===== config.mk =====
export PLATFORM = sky130hd
export DESIGN_NAME = ip_tx
export DESIGN_NICKNAME = d
export VERILOG_FILES = /design/src/rtl/ip_tx.sv
export SDC_FILE = /design/constraint.sdc
export NUM_CORES = 1
export LEC_CHECK = 0
export ABC_AREA = 1
export CAP_MARGIN = 20
export CORE_MARGIN = 2
export CORE_UTILIZATION = 35
export CTS_BUF_LIST = sky130_fd_sc_hd__clkbuf_4 sky130_fd_sc_hd__clkbuf_8 sky130_fd_sc_hd__clkbuf_16
export DETAILED_ROUTE_END_ITERATION = 7
export GPL_TIMING_DRIVEN = 0
export PLACE_DENSITY = 0.6
export SYNTH_ARGS = -nofsm -noshare
export SYNTH_HDL_FRONTEND = slang
export SYNTH_SLANG_ARGS = --single-unit

===== constraint.sdc =====
create_clock -name i_clk -period 12.4 [get_ports i_clk]
set_input_delay 1.24 -clock i_clk [delete_from_list [all_inputs] [get_ports i_clk]]
set_output_delay 1.24 -clock i_clk [all_outputs]
set_load 0.03 [all_outputs]

===== src/rtl/ip_tx.sv =====
// IPv4 transmit stage: wraps an upstream payload in a 20-byte IPv4 header
// (with computed checksum) and streams it to the MAC send interface.
module ip_tx #(
    parameter logic [31:0] P_SOURCE_IP   = {8'd192, 8'd168, 8'd1, 8'd100},
    parameter logic [31:0] P_TARGET_IP   = {8'd192, 8'd168, 8'd1, 8'd1},
    parameter logic [7:0]  P_TTL         = 8'd64,
    parameter logic [15:0] P_MAX_PAYLOAD = 16'd1480
) (
    input  logic        i_clk,
    input  logic        i_rst,
    input  logic [31:0] i_source_ip,
    input  logic        i_source_ip_valid,
    input  logic [31:0] i_target_ip,
    input  logic        i_target_ip_valid,
    input  logic        i_up_valid,
    input  logic [15:0] i_up_len,
    input  logic [7:0]  i_up_protocol,
    output logic        o_up_ready,
    input  logic [7:0]  i_up_data,
    input  logic        i_up_last,
    output logic        o_mac_req,
    input  logic        i_mac_ready,
    output logic [15:0] o_send_type,
    output logic [15:0] o_send_len,
    output logic [7:0]  o_send_data,
    output logic        o_send_last,
    output logic        o_send_valid,
    output logic        o_err
);

    typedef enum logic [2:0] {
        S_IDLE, S_CALC1, S_CALC2, S_REQ, S_HDR, S_PAY, S_DROP
    } state_t;

    state_t      r_state, w_state_nxt;
    logic [15:0] r_cnt, w_cnt_nxt;
    logic        r_short, w_short_nxt;
    logic [31:0] r_src_ip, r_tgt_ip, r_hdr_src, r_hdr_tgt;
    logic [15:0] r_len, r_tot, r_ident, r_csum;
    logic [7:0]  r_proto;
    logic [31:0] r_sum;

    logic        w_len_ok, w_pay_end;
    logic [31:0] w_sum;
    logic [16:0] w_fold1;
    logic [15:0] w_fold2;
    logic [159:0] w_hdr, w_hdr_sh;
    logic        w_mac_req, w_valid, w_last, w_up_ready, w_err;
    logic [7:0]  w_data;

    assign w_len_ok  = (i_up_len != 16'd0) && (i_up_len <= P_MAX_PAYLOAD);
    assign w_pay_end = (r_cnt == r_len - 16'd1);

    // 0x4500 + 0x4000 folded into one constant; checksum word counts as zero
    assign w_sum = 32'h0000_8500 + 32'(r_tot) + 32'(r_ident) + 32'({P_TTL, r_proto})
                 + 32'(r_hdr_src[31:16]) + 32'(r_hdr_src[15:0])
                 + 32'(r_hdr_tgt[31:16]) + 32'(r_hdr_tgt[15:0]);
    assign w_fold1 = 17'(r_sum[15:0]) + 17'(r_sum[31:16]);
    assign w_fold2 = w_fold1[15:0] + 16'(w_fold1[16]);

    assign w_hdr    = {16'h4500, r_tot, r_ident, 16'h4000, P_TTL, r_proto, r_csum,
                       r_hdr_src, r_hdr_tgt};
    assign w_hdr_sh = w_hdr >> {5'd19 - r_cnt[4:0], 3'b000};

    always_comb begin
        w_state_nxt = r_state;
        w_cnt_nxt   = r_cnt;
        w_short_nxt = r_short;
        w_mac_req   = 1'b0;
        w_valid     = 1'b0;
        w_data      = '0;
        w_last      = 1'b0;
        w_up_ready  = 1'b0;
        w_err       = 1'b0;
        case (r_state)
            S_IDLE: begin
                w_cnt_nxt   = '0;
                w_short_nxt = 1'b0;
                if (i_up_valid) w_state_nxt = w_len_ok ? S_CALC1 : S_DROP;
            end
            S_CALC1: w_state_nxt = S_CALC2;
            S_CALC2: begin
                w_state_nxt = S_REQ;
                w_mac_req   = 1'b1;
            end
            S_REQ: begin
                if (i_mac_ready) begin
                    w_state_nxt = S_HDR;
                    w_valid     = 1'b1;
                    w_data      = w_hdr_sh[7:0];
                    w_cnt_nxt   = 16'd1;
                end else begin
                    w_mac_req = 1'b1;
                end
            end
            S_HDR: begin
                w_valid    = 1'b1;
                w_data     = w_hdr_sh[7:0];
                w_up_ready = (r_cnt == 16'd18);
                if (r_cnt == 16'd19) begin
                    w_state_nxt = S_PAY;
                    w_cnt_nxt   = '0;
                end else begin
                    w_cnt_nxt = r_cnt + 16'd1;
                end
            end
            S_PAY: begin
                w_valid = 1'b1;
                // once an early last has been seen, upstream is finished; pad with zeros
                if (!r_short && i_up_valid) w_data = i_up_data;
                if (!r_short) begin
                    if (!i_up_valid) begin
                        w_err = 1'b1;
                    end else if (i_up_last && !w_pay_end) begin
                        w_err       = 1'b1;
                        w_short_nxt = 1'b1;
                    end else if (!i_up_last && w_pay_end) begin
                        w_err = 1'b1;
                    end
                end
                if (w_pay_end) begin
                    w_last      = 1'b1;
                    w_state_nxt = S_IDLE;
                end else begin
                    w_cnt_nxt = r_cnt + 16'd1;
                end
            end
            S_DROP: begin
                if (r_cnt == 16'd0) begin
                    w_up_ready = 1'b1;
                    w_err      = 1'b1;
                    w_cnt_nxt  = 16'd1;
                end else if (i_up_valid && i_up_last) begin
                    w_state_nxt = S_IDLE;
                end
            end
            default: w_state_nxt = S_IDLE;
        endcase
    end

    always_ff @(posedge i_clk or negedge i_rst) begin
        if (!i_rst) begin
            r_state      <= S_IDLE;
            r_cnt        <= '0;
            r_short      <= 1'b0;
            o_mac_req    <= 1'b0;
            o_up_ready   <= 1'b0;
            o_err        <= 1'b0;
            o_send_valid <= 1'b0;
            o_send_data  <= '0;
            o_send_last  <= 1'b0;
            o_send_type  <= '0;
            o_send_len   <= '0;
        end else begin
            r_state      <= w_state_nxt;
            r_cnt        <= w_cnt_nxt;
            r_short      <= w_short_nxt;
            o_mac_req    <= w_mac_req;
            o_up_ready   <= w_up_ready;
            o_err        <= w_err;
            o_send_valid <= w_valid;
            o_send_data  <= w_data;
            o_send_last  <= w_last;
            o_send_type  <= w_valid ? 16'h0800 : 16'h0000;
            o_send_len   <= w_valid ? r_tot : 16'h0000;
        end
    end

    always_ff @(posedge i_clk or negedge i_rst) begin
        if (!i_rst) begin
            r_src_ip  <= P_SOURCE_IP;
            r_tgt_ip  <= P_TARGET_IP;
            r_hdr_src <= P_SOURCE_IP;
            r_hdr_tgt <= P_TARGET_IP;
            r_len     <= '0;
            r_tot     <= '0;
            r_proto   <= '0;
            r_ident   <= '0;
            r_sum     <= '0;
            r_csum    <= '0;
        end else begin
            if (i_source_ip_valid) r_src_ip <= i_source_ip;
            if (i_target_ip_valid) r_tgt_ip <= i_target_ip;
            if (r_state == S_IDLE && i_up_valid) begin
                r_len     <= i_up_len;
                r_tot     <= i_up_len + 16'd20;
                r_proto   <= i_up_protocol;
                r_hdr_src <= r_src_ip;
                r_hdr_tgt <= r_tgt_ip;
            end
            if (r_state == S_CALC1) r_sum <= w_sum;
            if (r_state == S_CALC2) r_csum <= ~w_fold2;
            if (r_state == S_PAY && w_pay_end) r_ident <= r_ident + 16'd1;
        end
    end

endmodule


# Word level (Yosys, flattened, before mapping)
# Index checks and enable logic that the tools add are counted.
# W data, S select, Z words.
[totals]
register_bits = 293
input_bits = 103
[classes]
addsub = 14
order_cmp = 1
n_eq_ne = 17
n_shift = 1
mux = 35
bitwise_logic = 1
reduce_logical = 18
[op_table]
columns = ["op", "count"]
rows = [
  ["$shr A159 B8 Y8", 1],
  ["$mux W16", 5],
  ["$pmux W16 S5", 1],
  ["$add A16 B1 Y16 const B", 2],
  ["$eq A16 B5 Y1 const B", 2],
  ["$pmux W8 S3", 1],
  ["$add A22 B16 Y23", 1],
  ["$add A21 B16 Y22", 1],
  ["$add A20 B16 Y21", 1],
  ["$mux W3", 7],
  ["$pmux W3 S7", 1],
  ["$add A19 B16 Y20", 1],
  ["$add A18 B15 Y19", 1],
  ["$add A17 B16 Y18", 1],
  ["$add A16 B16 Y17", 1],
  ["$add A16 B16 Y17 const A", 1],
  ["$add A16 B1 Y16", 1],
  ["$add A16 B5 Y16 const B", 1],
  ["$eq A16 B16 Y1", 1],
  ["$le A16 B11 Y1 const B", 1],
  ["$logic_not A16 Y1", 1],
  ["$mux W8", 2],
  ["$ne A2 B2 Y1 const B", 8],
  ["$not A16 Y16", 1],
  ["17 further kinds", 43],
]

# Depth between registers and ports, before layout
[logic_depth]
word_depth = 8
ltp_mapped = 19
mapped_depth_nobuf = 19

# Worst setup path after synthesis
# No wires, ideal clock.
[synth_timing]
path_kind = "register to register"
start = "register r_hdr_src[19]"
end = "register r_sum[12]"
t_arrival_ns = 4.040
path_slack_ns = 8.226
stages_incl_launch_ff = 17
n_path_buf = 0
period_less_slack_ns = 4.174
cell_sequence = "dfstp_2 -> inv_1 -> fa_1 -> inv_1 -> fa_1 -> fa_1 -> inv_1 -> fa_1 -> inv_1 -> ha_1 -> a21oi_1 -> nand2_1 -> a21oi_1 -> o21ai_0 -> a21oi_1 -> xor2_1 -> o21ai_0"
[synth_via]
elab_chain_len = 4
[synth_rtl]
columns = ["item", "line", "source"]
rows = [
  ["start, declared", "38", "logic [31:0] r_src_ip, r_tgt_ip, r_hdr_src, r_hdr_tgt;"],
  ["start signal, assigned", "188", "r_hdr_src <= r_src_ip;"],
  ["$add A19 B16 Y20", "56", "+ 32'(r_hdr_src[31:16]) + 32'(r_hdr_src[15:0])"],
  ["$add A20 B16 Y21", "56", ""],
  ["$add A21 B16 Y22", "57", "+ 32'(r_hdr_tgt[31:16]) + 32'(r_hdr_tgt[15:0]);"],
  ["$add A22 B16 Y23", "57", ""],
  ["end signal, assigned", "191", "if (r_state == S_CALC1) r_sum <= w_sum;"],
  ["end, declared", "41", "logic [31:0] r_sum;"],
]
# No other way between the ends.
# A chain may end at the register's enable or synchronous reset.

# Worst setup path in the final report
[layout_timing]
start = "register r_hdr_src[19]"
end = "register r_sum[15]"
# Same word-level chain as after synthesis.

==> flow_summary.toml <==
[finish]
seq_area_um2 = 6700
drive_gt1_share_pct = 10.7
antennaDiodeCount = 0
nFillCells = 4734
multi_input_area_um2 = 8400
nNetsFinal = 2416
areaGrowthSynthToFinish_pct = 20.2
fin_area_um2 = 19900

[setup_path]
slowest_stage = "fa_1"
arrival_ps = 5060
crit_path_start_kind = "flop"
critPathTopFamily = "adder cells"
reg2reg_to = "r_sum[15]"
cpPeakStageDelay_ps = 550
crit_chain = "inv_1 -> fa_1 -> inv_1 -> fa_1 -> fa_1 -> inv_1 -> fa_1 -> inv_1 -> ha_1 -> nand2_1 -> o21ai_0 -> nand3_1 -> nand3_1 -> a21o_1 -> or2_2 -> nand3_1 -> o21ai_0"
reg2reg_depth = 17
crit_buf_inv = 4
crit_type = "flop to flop"
r2r_start = "r_hdr_src[19]"
end_kind = "flop"
worstPathMaxFanout = 5
worstPathRequired_ps = 12800
rrSetupSlack_ps = 7740

[route]
drt_pass1_iterations = 7
first_iter_violations = 1071
ant_nets = 0
vias = 14300
routed_wl_um = 52100
post_drt_wl_per_cell_um = 18.4
drc = 6
via_per_inst = 5.05

[synthesis]
synth-seq-area-share_pct = 40.4
synth_flop_cell = "dfrtp_1"
netlist_instances = 2014
syn_avg_cell_area_um2 = 8.23
ys_warn_count = 0
synth_area_um2 = 16600
synth-seq-cells = 266
synth_edf_count = 0
async_flop_share_pct = 100
yosysUniqueCellTypes = 50

[clock_network]
numCtsBuffers = 34
cts_buffer_depth = 3
post_cts_buffers = 0
cts_resized = 0
cts_tree = "yes"
clk_latency_ps = 560
clk_pin_slew_ps = 60
holdBufCountCts = 0
cts-htree-levels = 2
cts_sinks = 266
cts-root-buf = "clkbuf_16"

[floorplanning]
die-area_um2 = 49100
start_util_pct = 35.5
core_area_um2 = 46700
fp-row-count = 79
fp.dieW_um = 222
die_h_um = 222
ios = 148

[global_route]
grt_pass1_wl_um = 81600
grt_max_degree = 110
track_usage_pct = 21.3
grt.overflow.total = 0
grt_pass1_vias = 14300
antenna_found_initial = 1

[sta]
setup_viol = 0
finalCritPeriodShare_pct = 37.6
slew_headroom_pct = 42.2
skew_ps = 34.1
rsz0062_at_grt = "false"
clock.fmax_mhz = 215
period_minus_slack_ps = 4660
report.final.slew_viol_count = 0
hold_viol_final = 0
worst_pin_slew_ps = 862

[worst_hold_path]
holdPathStages = 2
hold_start = "r_src_ip[14]"
min_to = "r_hdr_src[14]"
hold_class = "flop to flop"

[placement]
port_buffers = 130
gp_congestion = 0.965
hpwl_um = 41400
placed_area_um2 = 18700

[run_status]
violations = "DRC"
status = "complete, but fails checks"

[job]
drv_cap = 0
per-stage QoR:
stage               std cells  setup WS [ps]  setup TNS, ps  hold WS (ps)  util [%]
global placement         2765          -1760        -402030           467      40.0
global route             2828           7530              0           506      42.7
CTS                      2828           7730              0           487      42.7
detailed placement       2768           7750              0           469      40.2
floorplan                2028           8230              0           444         -
finish                   2828           7740              0           480      42.7
per-layer routing:
layer | GRT usage [%] | vias up | wire (µm)
li1 | - | 6784 | -
met1 | 28.4 | 6939 | 23300
met2 | 35.4 | 465 | 24200
met3 | 3.09 | 86 | 2830
met4 | 7.39 | 2 | 1730
met5 | 0 | - | 9
cell usage after synthesis (2+ instances only):
| cell | count | share of area [%] |
|---|---|---|
| nand2_2 | 2 | 0.075 |
| dfstp_2 | 32 | 5.1 |
| o21ai_1 | 12 | 0.36 |
| nor4_1 | 6 | 0.23 |
| nand2_1 | 516 | 12 |
| nand3b_1 | 6 | 0.27 |
| nor2_2 | 10 | 0.38 |
| inv_2 | 8 | 0.18 |
| mux2_2 | 60 | 4.1 |
| nor3_1 | 26 | 0.79 |
| inv_1 | 284 | 6.4 |
| nor2_1 | 134 | 3.0 |
| dfrtp_1 | 234 | 35 |
| a22oi_1 | 2 | 0.091 |
| nand3_1 | 116 | 3.5 |
| clkbuf_1 | 30 | 0.68 |
| a31oi_1 | 2 | 0.075 |
| fa_1 | 71 | 8.6 |
| o221ai_1 | 10 | 0.53 |
| buf_4 | 19 | 0.86 |
| buf_2 | 21 | 0.63 |
| a21oi_1 | 39 | 1.2 |
| o22ai_1 | 18 | 0.68 |
| nor2_4 | 3 | 0.20 |
| o21ai_0 | 173 | 5.2 |
| ha_1 | 45 | 3.4 |
| clkinv_1 | 2 | 0.045 |
| nand3_2 | 2 | 0.12 |
| xor2_1 | 40 | 2.1 |
| o21a_1 | 5 | 0.23 |
| o2111ai_1 | 2 | 0.11 |
| nand4_1 | 24 | 0.91 |
| o211ai_1 | 15 | 0.68 |
| a21o_1 | 2 | 0.091 |
| or2_2 | 7 | 0.26 |
| buf_1 | 4 | 0.091 |
| xnor2_1 | 11 | 0.58 |
| buf_6 | 3 | 0.20 |
| o21bai_1 | 6 | 0.27 |
| nor3_2 | 2 | 0.12 |
registers in the layout, summed over array words and instances (netlist names), 14 cells and up:
name,flops
r_hdr_src,32
r_hdr_tgt,32
r_src_ip,32
r_tgt_ip,32
r_sum,19
o_send_len,16
r_cnt,16
r_csum,16
r_ident,16
r_len,16
r_tot,14
area by class of cell:
type | instances | area share [%]
plain buffers | 78 | 2.08
clock buffers | 44 | 4.74
clock inverters | 16 | 1.12
inverters | 295 | 5.57
multi-input cells | 1389 | 42.2
flip-flops and latches | 266 | 33.6
well taps | 607 | 3.81
repair buffers | 133 | 6.86
logic make-up (layout without fill, tap and decap cells):
group | Yosys count | in the layout | share of synthesized area [%]
AOI/OAI and AO/OA | 290 | 290 | 9.85
xor gates and xnor gates | 51 | 51 | 2.70
adders and majority gates | 116 | 116 | 12.0
buffers and inverters | 373 | 566 | 9.19
DFF | 266 | 266 | 40.4
muxes | 60 | 60 | 4.08
other | 1 | 15 | 0.0226
and+or+nand+nor | 857 | 857 | 21.8
worst register-to-register path, cell delays in order (launching register included):
cell and delay (ps):
dfstp_2 510, inv_1 100, fa_1 550, inv_1 70
fa_1 520, fa_1 540, inv_1 50, fa_1 500
inv_1 40, ha_1 360, nand2_1 130, o21ai_0 140
nand3_1 140, nand3_1 150, a21o_1 200, or2_2 260
nand3_1 160, o21ai_0 110
layout by cell type, fill, tap and decap left out, types with 5 or more instances in the layout:
master,n
fa_1,71
inv_1,284
o21a_1,5
buf_4,19
clkdlybuf4s50_1,129
buf_2,22
o21bai_1,6
clkbuf_4,7
dfrtp_1,234
nor4_1,6
nand3b_1,6
clkbuf_1,30
o221ai_1,10
mux2_2,60
o21ai_1,12
clkbuf_16,34
dfstp_2,32
a21oi_1,39
o211ai_1,15
nand4_1,24
clkinv_2,5
inv_2,8
or2_2,7
nand3_1,116
nor2_2,10
xor2_1,40
o21ai_0,173
ha_1,45
xnor2_1,11
nor3_1,26
nand2_1,516
conb_1,15
nor2_1,134
o22ai_1,18
worst max-delay path by stage:
stage | cells after the start | end | from | slack (ps)
2_1_floorplan | 16 | r_sum[12] | r_hdr_src[19] | 8230
3_3_place_gp | 1 | r_sum[0] | i_rst | -1760
3_5_place_dp | 17 | r_sum[15] | r_hdr_src[19] | 7750
4_1_cts | 17 | r_sum[15] | r_hdr_src[19] | 7730
5_1_grt | 17 | r_sum[15] | r_hdr_tgt[19] | 7530
6_report | 17 | r_sum[15] | r_hdr_src[19] | 7740
Power is not shown: default switching activity piles up to over one toggle a cycle in this logic, so the estimate is an artifact.
